**src/rtl/grant_decoder_arbiter_if.sv**
```systemverilog
// rtl/grant_decoder_arbiter_if.sv - requester-side bundle for the shared one-hot select arbiter
// Signals:
//   req      [7:0] level request, one bit per requester
//   rel            granted requester is done (release strobe)
//   gnt_en         grant active (decoder enable)
//   gnt_idx  [2:0] index of the granted requester
//   gnt      [7:0] one-hot grant, decode of gnt_idx qualified by gnt_en
//   busy           arbiter not idle
//   timeout        one-cycle pulse marking a forced grant end
// Modports: master = requesting agents, slave = arbiter.
interface grant_decoder_arbiter_if;
    logic [7:0] req;
    logic       rel;
    logic       gnt_en;
    logic [2:0] gnt_idx;
    logic [7:0] gnt;
    logic       busy;
    logic       timeout;

    modport master (
        output req, rel,
        input  gnt_en, gnt_idx, gnt, busy, timeout
    );

    modport slave (
        input  req, rel,
        output gnt_en, gnt_idx, gnt, busy, timeout
    );
endinterface

```
**src/rtl/grant_decoder_arbiter.sv**
```systemverilog
// rtl/grant_decoder_arbiter.sv - round-robin arbiter driving a 3-to-8 one-hot select
// Parameters:
//   MAX_HOLD  maximum cycles one grant may last (2..256)
// Ports:
//   clk  rising-edge clock
//   rst  asynchronous active-high reset
//   bus  grant_decoder_arbiter_if.slave (req, rel in; gnt_en, gnt_idx, gnt, busy, timeout out)
module grant_decoder_arbiter #(
    parameter int MAX_HOLD = 16
) (
    input  logic                    clk,
    input  logic                    rst,
    grant_decoder_arbiter_if.slave  bus
);
    localparam int CW = (MAX_HOLD > 1) ? $clog2(MAX_HOLD) : 1;
    localparam logic [CW-1:0] HOLD_LAST = CW'(MAX_HOLD - 1);

    typedef enum logic [1:0] {
        IDLE    = 2'd0,
        GRANT   = 2'd1,
        RECOVER = 2'd2
    } state_t;

    state_t        state;
    logic [2:0]    ptr;
    logic [CW-1:0] hold_cnt;
    logic          gnt_en_q;
    logic [2:0]    gnt_idx_q;
    logic          timeout_q;

    logic [7:0]    rot;
    logic [2:0]    pick_ofs;
    logic [2:0]    pick_idx;
    logic          withdraw;
    logic          forced;

    // Rotate the request vector so bit 0 is the requester at ptr, find the
    // lowest set bit, then rotate the offset back to an absolute index.
    always_comb begin
        rot      = 8'({bus.req, bus.req} >> ptr);
        pick_ofs = 3'd0;
        for (int i = 7; i >= 0; i--) begin
            if (rot[i]) begin
                pick_ofs = 3'(i);
            end
        end
        pick_idx = ptr + pick_ofs;
    end

    always_comb begin
        withdraw = ~bus.req[gnt_idx_q];
        forced   = (hold_cnt == HOLD_LAST);
    end

    always_ff @(posedge clk or posedge rst) begin
        if (rst) begin
            state     <= IDLE;
            ptr       <= 3'd0;
            hold_cnt  <= '0;
            gnt_en_q  <= 1'b0;
            gnt_idx_q <= 3'd0;
            timeout_q <= 1'b0;
        end else begin
            case (state)
                IDLE: begin
                    if (bus.req != 8'h00) begin
                        gnt_idx_q <= pick_idx;
                        gnt_en_q  <= 1'b1;
                        hold_cnt  <= '0;
                        state     <= GRANT;
                    end
                end
                GRANT: begin
                    if (bus.rel || withdraw || forced) begin
                        gnt_en_q  <= 1'b0;
                        state     <= RECOVER;
                        ptr       <= gnt_idx_q + 3'd1;
                        // A release or withdrawal at the hold limit is a normal end.
                        timeout_q <= forced && !bus.rel && !withdraw;
                    end else begin
                        hold_cnt  <= hold_cnt + 1'b1;
                    end
                end
                RECOVER: begin
                    timeout_q <= 1'b0;
                    state     <= IDLE;
                end
                default: begin
                    state     <= IDLE;
                    gnt_en_q  <= 1'b0;
                    timeout_q <= 1'b0;
                end
            endcase
        end
    end

    // gnt is a pure decode of registers, so reset clears it without a clock edge.
    assign bus.gnt_en  = gnt_en_q;
    assign bus.gnt_idx = gnt_idx_q;
    assign bus.gnt     = gnt_en_q ? (8'h01 << gnt_idx_q) : 8'h00;
    assign bus.busy    = (state != IDLE);
    assign bus.timeout = timeout_q;
endmodule

```
**src/flat_wrapper.sv**
```systemverilog
// flat-port wrapper written by rule: the top's interface ports become plain ports
module grant_decoder_arbiter_flat 
#(
    parameter int MAX_HOLD = 16
)
  (clk, rst, bus_req, bus_rel, bus_gnt_en, bus_gnt_idx, bus_gnt, bus_busy, bus_timeout);
  grant_decoder_arbiter_if bus_i ();
  input  logic clk;
  input  logic rst;
  input wire logic [$bits(bus_i.req)-1:0] bus_req;
  input wire logic [$bits(bus_i.rel)-1:0] bus_rel;
  output wire logic [$bits(bus_i.gnt_en)-1:0] bus_gnt_en;
  output wire logic [$bits(bus_i.gnt_idx)-1:0] bus_gnt_idx;
  output wire logic [$bits(bus_i.gnt)-1:0] bus_gnt;
  output wire logic [$bits(bus_i.busy)-1:0] bus_busy;
  output wire logic [$bits(bus_i.timeout)-1:0] bus_timeout;
  assign bus_i.req = bus_req;
  assign bus_i.rel = bus_rel;
  assign bus_gnt_en = bus_i.gnt_en;
  assign bus_gnt_idx = bus_i.gnt_idx;
  assign bus_gnt = bus_i.gnt;
  assign bus_busy = bus_i.busy;
  assign bus_timeout = bus_i.timeout;
  grant_decoder_arbiter #(.MAX_HOLD(MAX_HOLD)) u_core (.clk(clk), .rst(rst), .bus(bus_i));
endmodule
```
**config.mk**
```make
export PLATFORM = sky130hd
export DESIGN_NAME = grant_decoder_arbiter_flat
export DESIGN_NICKNAME = d
export VERILOG_FILES = /design/src/rtl/grant_decoder_arbiter_if.sv /design/src/rtl/grant_decoder_arbiter.sv /design/src/flat_wrapper.sv
export SDC_FILE = /design/constraint.sdc
export NUM_CORES = 1
export LEC_CHECK = 0
export CAP_MARGIN = 20
export CORE_MARGIN = 10
export CORE_UTILIZATION = 53
export DETAILED_ROUTE_END_ITERATION = 7
export GPL_TIMING_DRIVEN = 0
export PLACE_DENSITY = 0.79
export SYNTH_ARGS = -nofsm -noshare
export SYNTH_HDL_FRONTEND = slang
export SYNTH_SLANG_ARGS = --single-unit
```
**constraint.sdc**
```tcl
create_clock -name clk -period 3.88 [get_ports clk]
set_input_delay 0.582 -clock clk [delete_from_list [all_inputs] [get_ports clk]]
set_output_delay 0.582 -clock clk [all_outputs]
set_load 0.01 [all_outputs]
```
==> summary.txt, run 1 <==
Status -> complete, no violations
Ys Warns -> 0
Ant. Diodes -> 0
Total Routing Usage GR -> 15.2%
RePlAce Congestion -> 0.869
Vias in the first global route -> 1303
Compound-cell area share of the yosys netlist -> 12.5%
Setup TNS -> 0 ns
RSZ-0062 raised after global routing -> false
CP Capture Type -> register
Initial antenna violation count -> 0
Vias per cell -> 6.23
Buf/Inv on CP -> 1
Die Span Y -> 73.3 µm
Most common library cells after synthesis -> dfrtp_1, inv_1, mux4_2, nand2_1, a21oi_1
Post CTS Setup Buffer Count -> 0
Final hold viol count -> 0
CTS clk-pin slew, worst paths -> 0.09 ns
Setup WS pre-CTS -> 0.282 ns
Die X -> 73.3 µm
Final antenna-violating net count -> 0
Layout cell share with drive strength beyond 1 -> 19.9%
Mapped cell area -> 1510 µm²
Critical path cell sequence -> clkdlybuf4s50_1 > or2_2 > mux4_2 > mux2i_1 > a21oi_1 > or2_2 > fa_1 > xnor2_1 > xnor2_1 > o21ai_1
Wirelength per Cell -> 18.7 µm
DRT Pass-1 Iters -> 4
Yosys top cell by area -> dfrtp_1
Max Fanout on Critical Path -> 9
Post-CTS Hold Fix Bufs -> 0
Core Rows -> 19
Dpl hpwl -> 3080 µm
Setup WS post-layout -> 0.555 ns
Syn-to-layout area delta -> 20.2%
Flops & latches, synth -> 14
CTS tree -> done
Shortest period the worst path allows -> 3.33 ns
Max clock buf depth -> 2
Post-synth ARST share -> 100%
Final #Nets -> 202
Largest family of logic cells by synthesized area -> multiplexers
XOR/XNOR share of the synthesized area -> 1.16%
Adder-cell share of the synthesized area -> 7.97%
Mapped Cells -> 154
TritonCTS Sinks -> 14
CTS-repair resized insts -> 0
Tightest Hold Check Type -> register to register
Core area -> 2730 µm²
Data arrival time of the worst path -> 3.49 ns
Slew HR -> 61.0%
CTS buffer count -> 3
DRC errors left -> 0
Data required, critical path -> 4.05 ns
Net count after synthesis -> 174
DRT iter0 DRCs -> 117
Detailed Route WL -> 3970 µm
LEAKAGE -> 0.000793 µW
Overflow after GRT -> 0
Largest cells by area after synthesis -> dfrtp_1, mux4_2, ha_1
Post-synthesis simple-gate area fraction -> 17.7%
Setup crit start kind -> input port
Slowest stage cell, crit path -> clkdlybuf4s50_1
Worst skew pair latency -> 0.29 ns
Initial Util -> 55.1%
Syn Area/Cell -> 9.79 µm²
Pin count of the biggest net entering global routing -> 15
Root buffer cell -> clkbuf_4
# setup viols final -> 0
Crit path max-delay family -> multiplexers
Final Cycle Share -> 85.7%
Sequential area share after synthesis -> 23.2%
Area share of the largest cell type after synthesis -> 23.2%
CTS H-tree depth -> 1
# IOs -> 25
Pwr/cell area -> 709 nW/µm²
First-pass GRT wire length -> 6480 µm
Via Count -> 1321
Top_reg_cell synth -> dfrtp_1
Cell variety after synth -> 38
Highest clock rate -> 0.301 GHz
Clk_skew -> 0.00181 ns
Port bufs -> 23
Worst slew pin tran -> 0.586 ns
Die area -> 5380 µm²
Max-cap check violation count -> 0
Slowest stage delay, CP -> 0.58 ns
EDFF count, synth -> 0
CP Class -> input port to register
Fin. max-slew vios -> 0
Mux contribution to synthesized area -> 31.5%
Peak supply drop -> 0.468 mV
## state kept, by name, summed over array words and instances, names as in the netlist
signal	count
u_core.bus.gnt_en	1
u_core.bus.timeout	1
u_core.state	2
u_core.bus.gnt_idx	3
u_core.ptr	3
u_core.hold_cnt	4
## per-layer routing
metal | GRT usage [%] | wire [µm]
met1 | 17.3 | 1550
met2 | 27.1 | 2130
met5 | 0 | 0
met3 | 3.10 | 234
met4 | 5.59 | 59
## final cells by class
class	instances	area, µm²
Multi-Input combinational cell	117	1070
Fill cell	225	921
Sequential cell	14	350
Timing Repair Buffer	23	230
Inverter	15	56.3
Tap cell	31	38.8
Clock buffer	4	36.3
Buffer	8	33.8
## kinds of logic (layout without fill, tap and decap cells)
group	count (synthesis)	after routing
buffers and inverters	23	50
and+or+nand+nor	51	51
muxes	26	26
AOI/OAI and AO/OA	29	29
DFF	14	14
xor gates and xnor gates	2	2
adders and majority gates	9	9
## stage by stage
| stage | hold slack (ns) | power (µW) | utilization, % | area (µm²) | instances |
|---|---|---|---|---|---|
| floorplan | 0.436 | 895 | - | 1510 | 154 |
| global placement | 0.467 | 1130 | 65.0 | 1780 | 208 |
| detailed placement | 0.485 | 1180 | 65.0 | 1780 | 208 |
| CTS | 0.494 | 1290 | 66.3 | 1810 | 212 |
| global route | 0.512 | 1400 | 66.3 | 1810 | 212 |
| finish | 0.483 | 1290 | 66.3 | 1810 | 212 |
## where the power goes
part / switching [µW] / internal, µW / leakage, µW
clock: 51.1 / 57.2 / 0.0000210
sequential: 67.6 / 202 / 0.000178
combinational: 450 / 458 / 0.000594
## worst paths after layout
path | slack [ns] | end | startpoint | cells after the start
max | 0.55 | u_core.bus.gnt_idx[2] | bus_req[0] | 10
min | 0.48 | u_core.bus.timeout | u_core.state[1] | 1
max reg2reg | 0.71 | u_core.bus.gnt_idx[2] | u_core.ptr[1] | 14
min reg2reg | 0.48 | u_core.bus.timeout | u_core.state[1] | 1
max in group asynchronous | 2.92 | u_core.ptr[1] | rst | 2
min in group asynchronous | 0.62 | u_core.bus.timeout | rst | 2
## worst reg2reg max path: stages (launching register included)
cell and delay (ns):
dfrtp_1 0.33, buf_2 0.20, buf_1 0.45, mux4_2 0.39, inv_1 0.09, nor2_1 0.05
nor3_1 0.28, a21o_1 0.13, a31o_2 0.17, ha_1 0.14, inv_1 0.05, fa_1 0.37
xnor2_1 0.15, xnor2_1 0.19, o21ai_1 0.07
## layout by cell type, fill, tap and decap left out, types with 3 or more instances in the layout
cell type / instances
clkdlybuf4s50_1: 23
inv_1: 14
mux4_2: 14
dfrtp_1: 14
nand2_1: 12
a21oi_1: 9
nor2_1: 8
ha_1: 8
and3_1: 7
o21ai_0: 7
or2_2: 6
mux2i_1: 5
mux2_2: 5
or2_1: 4
buf_2: 3
clkbuf_1: 3
nand3_1: 3
and2_1: 3
clkbuf_4: 3
(Power assumes the default switching activity.)
==> run 2, diff against run 1 <==
--- a/config.mk
+++ b/config.mk
@@ -11,6 +11,7 @@
 export DETAILED_ROUTE_END_ITERATION = 7
 export GPL_TIMING_DRIVEN = 0
 export PLACE_DENSITY = 0.79
+export RECOVER_POWER = 100
 export SYNTH_ARGS = -nofsm -noshare
 export SYNTH_HDL_FRONTEND = slang
 export SYNTH_SLANG_ARGS = --single-unit
==> summary.txt, run 2 (same netlist as run 1, synthesis figures left out) <==
Status -> complete, no violations
Fin. max-slew vios -> 0 (unchanged)
CTS H-tree depth -> 1 (unchanged)
Most frequent cells in the layout -> dlygate4sd3_1, inv_1, mux4_2, dfrtp_1, nand2_1
Syn-to-layout area delta -> 20.2% (about the same)
CP Class -> input port to register
Max Fanout on Critical Path -> 8 (-1)
Shortest period the worst path allows -> 3.37 ns (+0.0495 ns)
Finished Layout Cells -> 212 (unchanged)
CTS tree -> done
CP Capture Type -> register
CTS-repair resized insts -> 0 (unchanged)
LEAKAGE -> 0.000823 µW (+3.8%)
Detailed Route WL -> 3930 µm (-0.98%)
Number of flip-flops in the largest register -> 4 (unchanged)
Multi-input gate area -> 1070 µm² (unchanged)
Max clock buf depth -> 2 (unchanged)
Tightest Hold Check Type -> register to register
Data arrival time of the worst path -> 3.54 ns (+0.05 ns)
Pwr/cell area -> 696 nW/µm² (-1.9%)
Die area -> 5380 µm² (unchanged)
Core Rows -> 19 (unchanged)
Sequential cell area -> 350 µm² (unchanged)
Vias in the first global route -> 1303 (unchanged)
Pin count of the biggest net entering global routing -> 15 (unchanged)
TritonCTS Sinks -> 14 (unchanged)
Worst skew pair latency -> 0.29 ns (about the same)
# setup viols final -> 0 (unchanged)
DRT Pass-1 Iters -> 4 (unchanged)
Overflow after GRT -> 0 (unchanged)
Data required, critical path -> 4.05 ns (about the same)
Most common cell after layout, fill and taps aside -> dlygate4sd3_1
Wirelength per Cell -> 18.5 µm (-0.98%)
Peak supply drop -> 0.453 mV (-3.4%)
Initial Util -> 55.1% (unchanged)
Setup crit start kind -> input port
# IOs -> 25 (unchanged)
Final Cycle Share -> 87.0% (+1.3 points)
RSZ-0062 raised after global routing -> false
Setup WS pre-CTS -> 0.282 ns (unchanged)
Layout cell share with drive strength beyond 1 -> 19.3% (-0.55 points)
DRC errors left -> 0 (unchanged)
Final total power -> 1260 µW (-1.9%)
Final hold viol count -> 0 (unchanged)
Post-CTS Hold Fix Bufs -> 0 (unchanged)
Highest clock rate -> 0.296 GHz (-1.5%)
Slew HR -> 60.7% (-0.24 points)
Setup WS post-layout -> 0.505 ns (-0.0495 ns)
Reg2Reg Setup Slack -> 0.72 ns (about the same)
Vias per cell -> 6.19 (-0.61%)
DRT iter0 DRCs -> 136 (+16%)
Layout fillers -> 226 (+0.44%)
First-pass GRT wire length -> 6480 µm (unchanged)
CTS buffer count -> 3 (unchanged)
Initial antenna violation count -> 0 (unchanged)
Root buffer cell -> clkbuf_4
Setup TNS -> 0 ns (unchanged)
RePlAce Congestion -> 0.869 (unchanged)
Max-cap check violation count -> 0 (unchanged)
Final #Nets -> 202 (unchanged)
Post CTS Setup Buffer Count -> 0 (unchanged)
Dpl hpwl -> 3080 µm (unchanged)
Total Routing Usage GR -> 15.2% (unchanged)
Port bufs -> 23 (unchanged)
Final core occ -> 66.3% (about the same)
Die Span Y -> 73.3 µm (unchanged)
Reg with most FFs -> u_core.hold_cnt
Via Count -> 1313 (-0.61%)
Clk_skew -> 0.00125 ns (-0.000563 ns)
Dpl cells -> 208 (unchanged)
CTS clk-pin slew, worst paths -> 0.09 ns (about the same)
Die X -> 73.3 µm (unchanged)
Core area -> 2730 µm² (unchanged)
Ant. Diodes -> 0 (unchanged)
Final antenna-violating net count -> 0 (unchanged)
Worst slew pin tran -> 0.589 ns (+0.00358 ns)
-- run 2: changes by cell type in the layout (fill, tap and decap cells not counted), sizes merged --
cell / delta
clkdlybuf4s50: -17
dlygate4sd3: +17
buf: -1
clkbuf: +1
-- run 2: layer usage --
metal / up-vias / wire length (µm) / track usage, %
met4: 0 / 60 / 5.59
met2: 42 / 2170 / 27.1
met1: 643 / 1460 / 17.3
met3: 7 / 235 / 3.10
met5: - / 0 / 0
li1: 621 / - / -
-- run 2: metrics by stage --
stage	hold WS, ns	cell area (µm²)
global route	0.512	1810
detailed placement	0.485	1780
finish	0.482	1810
floorplan	0.436	1510
global placement	0.467	1780
CTS	0.494	1810
-- run 2: layout make-up --
| class | instances | area share (%) |
|---|---|---|
| clock buffer | 4 | 2.00 |
| multi-input combinational | 117 | 58.9 |
| tap | 31 | 2.14 |
| buffer | 8 | 1.80 |
| sequential | 14 | 19.3 |
| timing repair buffer | 23 | 12.7 |
| inverter | 15 | 3.11 |
-- run 2: worst paths after layout --
kind / start / to / cells after the start
min in group asynchronous: rst / u_core.bus.gnt_en / 2
worst min register to register: u_core.state[1] / u_core.bus.timeout / 1
worst max-delay path: bus_req[7] / u_core.bus.gnt_idx[2] / 10
worst min-delay path: u_core.state[1] / u_core.bus.timeout / 1
max in group asynchronous: rst / u_core.ptr[1] / 2
worst max register to register: u_core.ptr[1] / u_core.bus.gnt_idx[2] / 14
-- run 2: worst max-delay path, cell delays in order --
cell	delay [ns]
dlygate4sd3_1	0.65
or2_2	0.36
mux4_2	0.48
mux2i_1	0.27
a21oi_1	0.10
or2_2	0.30
fa_1	0.40
xnor2_1	0.15
xnor2_1	0.19
o21ai_1	0.07
-- run 2: power breakdown --
group	internal (µW)	switching, µW	leakage, µW
registers	202	66.0	0.000178
clock network	57.2	50.5	0.0000210
logic	438	447	0.000624
total	697	564	0.000823
